$ cat src/rtl/fma_result_collector_pkg.sv
// Shared constants and types for the FMA result collector.
// Covers recFN32 field layout, flag bit positions and FIFO entry format.
package fma_result_collector_pkg;

    localparam int REC_EXP_W   = 9;
    localparam int REC_FRACT_W = 23;
    localparam int REC_W       = REC_EXP_W + REC_FRACT_W + 1;
    localparam int IEEE_W      = 32;
    localparam int TAG_W       = 5;
    localparam int FLAG_W      = 5;

    localparam logic [REC_EXP_W-1:0] MIN_NORM_EXP = 9'd130;
    localparam logic [7:0]           EXP_BIAS_ADJ = 8'd129;
    localparam logic [IEEE_W-1:0]    CANON_NAN32  = 32'h7FC00000;

    // Flag vector is {NV,DZ,OF,UF,NX}
    localparam int FLAG_NV = 4;
    localparam int FLAG_DZ = 3;
    localparam int FLAG_OF = 2;
    localparam int FLAG_UF = 1;
    localparam int FLAG_NX = 0;

    localparam int LATENCY_DEFAULT = 2;
    localparam int DEPTH_DEFAULT   = 4;

    typedef struct packed {
        logic [IEEE_W-1:0] data;
        logic [TAG_W-1:0]  tag;
        logic [FLAG_W-1:0] flags;
    } wbEntry_t;

endpackage

$ cat src/rtl/fma_result_collector_rec_fn_to_ieee32.sv
// Combinational recFN32 (33-bit recoded) to IEEE binary32 converter.
// Zero, infinity and NaN are decoded from the top three exponent bits.
module rec_fn_to_ieee32
    import fma_result_collector_pkg::*;
(
    input  logic [REC_W-1:0]  recIn,
    output logic [IEEE_W-1:0] ieeeOut
);

    logic                   sign;
    logic [REC_EXP_W-1:0]   expo;
    logic [REC_FRACT_W-1:0] fract;
    logic [REC_EXP_W-1:0]   shiftAmt;
    logic [REC_FRACT_W-1:0] subFract;

    assign sign  = recIn[REC_W-1];
    assign expo  = recIn[REC_W-2:REC_FRACT_W];
    assign fract = recIn[REC_FRACT_W-1:0];

    // Subnormals restore the hidden one and shift it down by the exponent deficit
    assign shiftAmt = MIN_NORM_EXP - expo;
    assign subFract = REC_FRACT_W'({1'b1, fract} >> shiftAmt);

    always_comb begin
        ieeeOut = {sign, expo[7:0] - EXP_BIAS_ADJ, fract};
        case (expo[8:6])
            3'b000: ieeeOut = {sign, 31'h0};
            3'b110: ieeeOut = {sign, 8'hFF, 23'h0};
            3'b111: ieeeOut = CANON_NAN32;
            default: begin
                if (expo < MIN_NORM_EXP) begin
                    ieeeOut = {sign, 8'h00, subFract};
                end
            end
        endcase
    end

endmodule

$ cat src/rtl/fma_result_collector.sv
// Tracks ops through a fixed-latency FMA pipe, buffers converted results in order
// and issues credits so the result FIFO can never overflow.
module fma_result_collector
    import fma_result_collector_pkg::*;
#(
    parameter int LATENCY = LATENCY_DEFAULT,
    parameter int DEPTH   = DEPTH_DEFAULT
) (
    input  logic                clock,
    input  logic                reset,
    input  logic                io_issue_valid,
    output logic                io_issue_ready,
    input  logic [TAG_W-1:0]    io_issue_tag,
    output logic                io_pipe_validin,
    input  logic [REC_W-1:0]    io_pipe_out,
    input  logic [FLAG_W-1:0]   io_pipe_exceptionFlags,
    output logic                io_wb_valid,
    input  logic                io_wb_ready,
    output logic [IEEE_W-1:0]   io_wb_data,
    output logic [TAG_W-1:0]    io_wb_tag,
    output logic [FLAG_W-1:0]   io_wb_flags,
    output logic [FLAG_W-1:0]   io_fflags,
    input  logic                io_fflags_clear
);

    localparam int PTR_W = (DEPTH > 1) ? $clog2(DEPTH) : 1;
    localparam int CNT_W = $clog2(DEPTH + 1);

    logic [LATENCY-1:0] validPipe;
    logic [TAG_W-1:0]   tagPipe [LATENCY];
    wbEntry_t           fifoMem [DEPTH];
    wbEntry_t           writeEntry;
    wbEntry_t           headEntry;
    logic [PTR_W-1:0]   wrPtr;
    logic [PTR_W-1:0]   rdPtr;
    logic [CNT_W-1:0]   occupancy;
    logic [CNT_W-1:0]   credits;
    logic [IEEE_W-1:0]  convData;
    logic               issueFire;
    logic               fifoWrite;
    logic               wbPop;

    function automatic logic [PTR_W-1:0] nextPtr(input logic [PTR_W-1:0] ptr);
        return (ptr == PTR_W'(DEPTH - 1)) ? '0 : ptr + PTR_W'(1);
    endfunction

    rec_fn_to_ieee32 u_conv (
        .recIn   (io_pipe_out),
        .ieeeOut (convData)
    );

    // Credits depend only on registered state, never on the writeback handshake
    assign io_issue_ready  = credits < CNT_W'(DEPTH);
    assign issueFire       = io_issue_valid & io_issue_ready;
    assign io_pipe_validin = issueFire;
    assign fifoWrite       = validPipe[LATENCY-1];
    assign io_wb_valid     = occupancy != '0;
    assign wbPop           = io_wb_valid & io_wb_ready;

    assign writeEntry = '{data: convData, tag: tagPipe[LATENCY-1], flags: io_pipe_exceptionFlags};
    assign headEntry  = fifoMem[rdPtr];
    assign io_wb_data  = io_wb_valid ? headEntry.data  : '0;
    assign io_wb_tag   = io_wb_valid ? headEntry.tag   : '0;
    assign io_wb_flags = io_wb_valid ? headEntry.flags : '0;

    always_ff @(posedge clock) begin
        if (reset) begin
            validPipe <= '0;
            for (int i = 0; i < LATENCY; i++) tagPipe[i] <= '0;
        end else begin
            validPipe[0] <= issueFire;
            tagPipe[0]   <= io_issue_tag;
            for (int i = 1; i < LATENCY; i++) begin
                validPipe[i] <= validPipe[i-1];
                tagPipe[i]   <= tagPipe[i-1];
            end
        end
    end

    always_ff @(posedge clock) begin
        if (!reset && fifoWrite) begin
            fifoMem[wrPtr] <= writeEntry;
        end
    end

    always_ff @(posedge clock) begin
        if (reset) begin
            wrPtr     <= '0;
            rdPtr     <= '0;
            occupancy <= '0;
            credits   <= '0;
            io_fflags <= '0;
        end else begin
            if (fifoWrite) wrPtr <= nextPtr(wrPtr);
            if (wbPop)     rdPtr <= nextPtr(rdPtr);
            case ({fifoWrite, wbPop})
                2'b10:   occupancy <= occupancy + CNT_W'(1);
                2'b01:   occupancy <= occupancy - CNT_W'(1);
                default: occupancy <= occupancy;
            endcase
            case ({issueFire, wbPop})
                2'b10:   credits <= credits + CNT_W'(1);
                2'b01:   credits <= credits - CNT_W'(1);
                default: credits <= credits;
            endcase
            // A clear still keeps the flags of a result landing in the same cycle
            if (io_fflags_clear) begin
                io_fflags <= fifoWrite ? io_pipe_exceptionFlags : '0;
            end else if (fifoWrite) begin
                io_fflags <= io_fflags | io_pipe_exceptionFlags;
            end
        end
    end

endmodule

$ cat config.mk
export PLATFORM = sky130hd
export DESIGN_NAME = fma_result_collector
export DESIGN_NICKNAME = d
export VERILOG_FILES = /design/src/rtl/fma_result_collector_pkg.sv /design/src/rtl/fma_result_collector_rec_fn_to_ieee32.sv /design/src/rtl/fma_result_collector.sv
export SDC_FILE = /design/constraint.sdc
export NUM_CORES = 1
export LEC_CHECK = 0
export BUFFER_PORTS_ARGS = -buffer_cell sky130_fd_sc_hd__buf_2
export CAP_MARGIN = 0
export CORE_UTILIZATION = 30
export CTS_BUF_LIST = sky130_fd_sc_hd__clkbuf_4 sky130_fd_sc_hd__clkbuf_8 sky130_fd_sc_hd__clkbuf_16
export CTS_CLUSTER_DIAMETER = 150
export DETAILED_ROUTE_END_ITERATION = 6
export GPL_TIMING_DRIVEN = 0
export PLACE_DENSITY = 0.43
export SLEW_MARGIN = 20
export SYNTH_ARGS = -nofsm -noshare
export SYNTH_HDL_FRONTEND = slang
export SYNTH_HIERARCHICAL = 1
export SYNTH_SLANG_ARGS = --single-unit
$ cat constraint.sdc
create_clock -name clock -period 8.5 [get_ports clock]
set_input_delay 2.55 -clock clock [delete_from_list [all_inputs] [get_ports clock]]
set_output_delay 2.55 -clock clock [all_outputs]
set_load 0.005 [all_outputs]
==> impl_metrics.yaml <==
final_layout:
  area.growth.synth_to_final_pct: 18.5
  antennaDiodeCount: 0
  layout_common_cells: "168 x edfxtp_1, 110 x buf_2, 63 x mux4_2"
  final_nets: 792
  drive_gt1_share_pct: 30.7
  final_common_cell: "edfxtp_1"
  final_cells: 1141
drt:
  dr_total_vias: 5821
  drc_errors: 1
  vias_per_cell: 5.10
  dr.pass1.iters: 7
  ant_nets: 0
  finalWirelength_um: 24400
  post_drt_wl_per_cell_um: 21.4
  drt-initial-drc-count: 352
outcome:
  status: "complete, but fails checks"
  violations: "DRC"
timing:
  finalMaxSlewViolations: 0
  setup_viol: 0
  tightest_slew_ns: 1.08
  skew_ns: 0.0225
  slew_headroom_pct: 27.7
  hold_violations: 0
  worst_slack_ns: 2.81
  max_freq_mhz: 176
  timing.setup.tns_ns: 0
  grt_setup_unrepaired: "no"
  fin_crit_sh_pct: 66.9
  finalCriticalPeriod_ns: 5.69
floorplan:
  die_area_mm2: 0.0317
  rows: 64
  ioPinCount: 98
  coreArea_mm2: 0.0306
  die_w_um: 178
  start_util_pct: 30.4
  die_h_um: 178
clock_network:
  postCtsHoldBufs: 0
  cts-resized-gates: 0
  clockBufferDepth: 2
  post_cts_buffers: 0
  cts_tree: "done"
  clk_latency_ns: 0.44
  cts.sinks: 197
  numCtsBuffers: 17
  h-tree-depth: 4
  cts_root_buffer: "clkbuf_16"
  clk_pin_slew_ns: 0.09
hold_path:
  hp-class: "reg2reg"
place:
  dp_slack_ns: 2.28
  portBuffers: 95
  gp_congestion: 0.844
  placed_cells_incl_taps: 1109
  hpwl_um: 17500
power_and_ir_drop:
  vdd_drop_max_mv: 0.134
  pwr_density_cell_mw_per_mm2: 236
  p_leak_nw: 3.86
  total_power_mw: 2.60
critical_path:
  criticalPathCategory: "in2reg"
  cp_max_fo: 11
  arrival_ns: 5.88
  worstSetupStartpointType: "primary input"
  endpoint_kind: "flip-flop"
  cp_data_required_time_ns: 8.70
logic_synthesis:
  syn_nets: 674
  ys.flop_type: "edfxtp_1"
  synth_warnings: 6
  synth_cell_type_count: 57
  yosys_register_bits: 197
  netlist_area_mm2: 0.00931
  async_reset_ff_share_pct: 0
  synth_area_per_cell_um2: 15.2
  synth_edf_count: 168
  synth_seq_area_share_pct: 60.4
  synthCells: 614
global_routing:
  overflow: 0
  grt_max_degree: 38
  antenna_found_initial: 0
  grt_pass1_wl_um: 36800
  grt_pass1_vias: 5931
  grtUsageTotal_pct: 16.0
flow_run:
  maxCapViolCount: 0
synth_stat cells (all sizes together) (4+ instances only):
cell type	n	area (um2)
nand3	7	35.0
a22oi	5	37.5
mux4	63	1420
xnor2	7	68.8
edfxtp	168	5040
nor3	4	25.0
nand2	42	158
a21oi	19	95.1
o21ai	19	95.1
clkbuf	17	63.8
nor2	23	86.3
inv	20	75.1
nand4	4	25.0
buf	21	135
xor2	9	86.3
dfxtp	29	581
and2	7	43.8
a31oi	9	56.3
ha	10	125
o211ai	4	35.0
nor2b	55	344
a32o	5	50.1
mux2i	24	240
state kept, by name (all words and copies together) (netlist names), named ones only:
register / count
fifoMem: 168
tagPipe: 10
io_fflags: 5
credits: 3
occupancy: 3
rdPtr: 2
validPipe: 2
wrPtr: 2
power by group:
part	total (mW)	switching [mW]	internal (mW)
Clock	0.863	0.420	0.443
Sequential	1.09	0.0146	1.08
Combinational	0.652	0.363	0.289
Total	2.60	0.797	1.81
area by class of cell:
cell class,instances,area (um2)
Tap cell,396,495
Timing Repair Buffer,99,563
Multi-Input combinational cell,359,3420
Clock buffer,17,425
Sequential cell,197,5630
Buffer,38,199
Fill cell,2967,19600
Inverter,20,75.1
Clock inverter,15,230
per-stage QoR:
stage / util (%) / hold slack (ns) / area, um2
after floorplan: - / 0.414 / 9310
after global placement: 33.6 / 0.430 / 10300
after detailed placement: 33.9 / 0.429 / 10400
after CTS: 36.1 / 0.450 / 11000
after global routing: 36.1 / 0.462 / 11000
final: 36.1 / 0.444 / 11000
worst max-delay path: stages:
cell,delay [ns]
buf_2,0.15
buf_2,0.32
inv_2,0.20
ha_1,0.32
buf_2,0.20
buf_2,0.33
clkbuf_1,0.50
a21oi_1,0.13
a211oi_1,0.53
a31oi_1,0.25
o21ai_1,0.40
kinds of logic after synthesis:
kind of cell / synth area share (%)
flip-flops: 60.4
AND/OR/NAND/NOR: 8.88
multiplexers: 18.2
AO/OA/AOI/OAI: 6.14
buffers and inverters: 2.94
XOR/XNOR: 1.67
adder cells (fa/ha/maj): 1.77
routing by layer:
layer	track usage (%)	vias up	share of wire (%)
met3	2.79	20	4.1
met2	27.2	174	50
met5	0	-	0
met4	5.16	0	1.7
li1	-	2618	-
met1	20.7	3009	44
worst paths after layout:
kind                         from        endpoint  slack, ns  cells past startpoint
setup / recovery  io_pipe_out[23]  fifoMem[3][15]       2.81                     11
hold / removal      tagPipe[0][2]   tagPipe[0][7]       0.44                      1
setup reg to reg     validPipe[1]  fifoMem[3][32]       6.35                      5
hold reg to reg     tagPipe[0][2]   tagPipe[0][7]       0.44                      1
No activity file was read; power rests on OpenSTA's default activity.
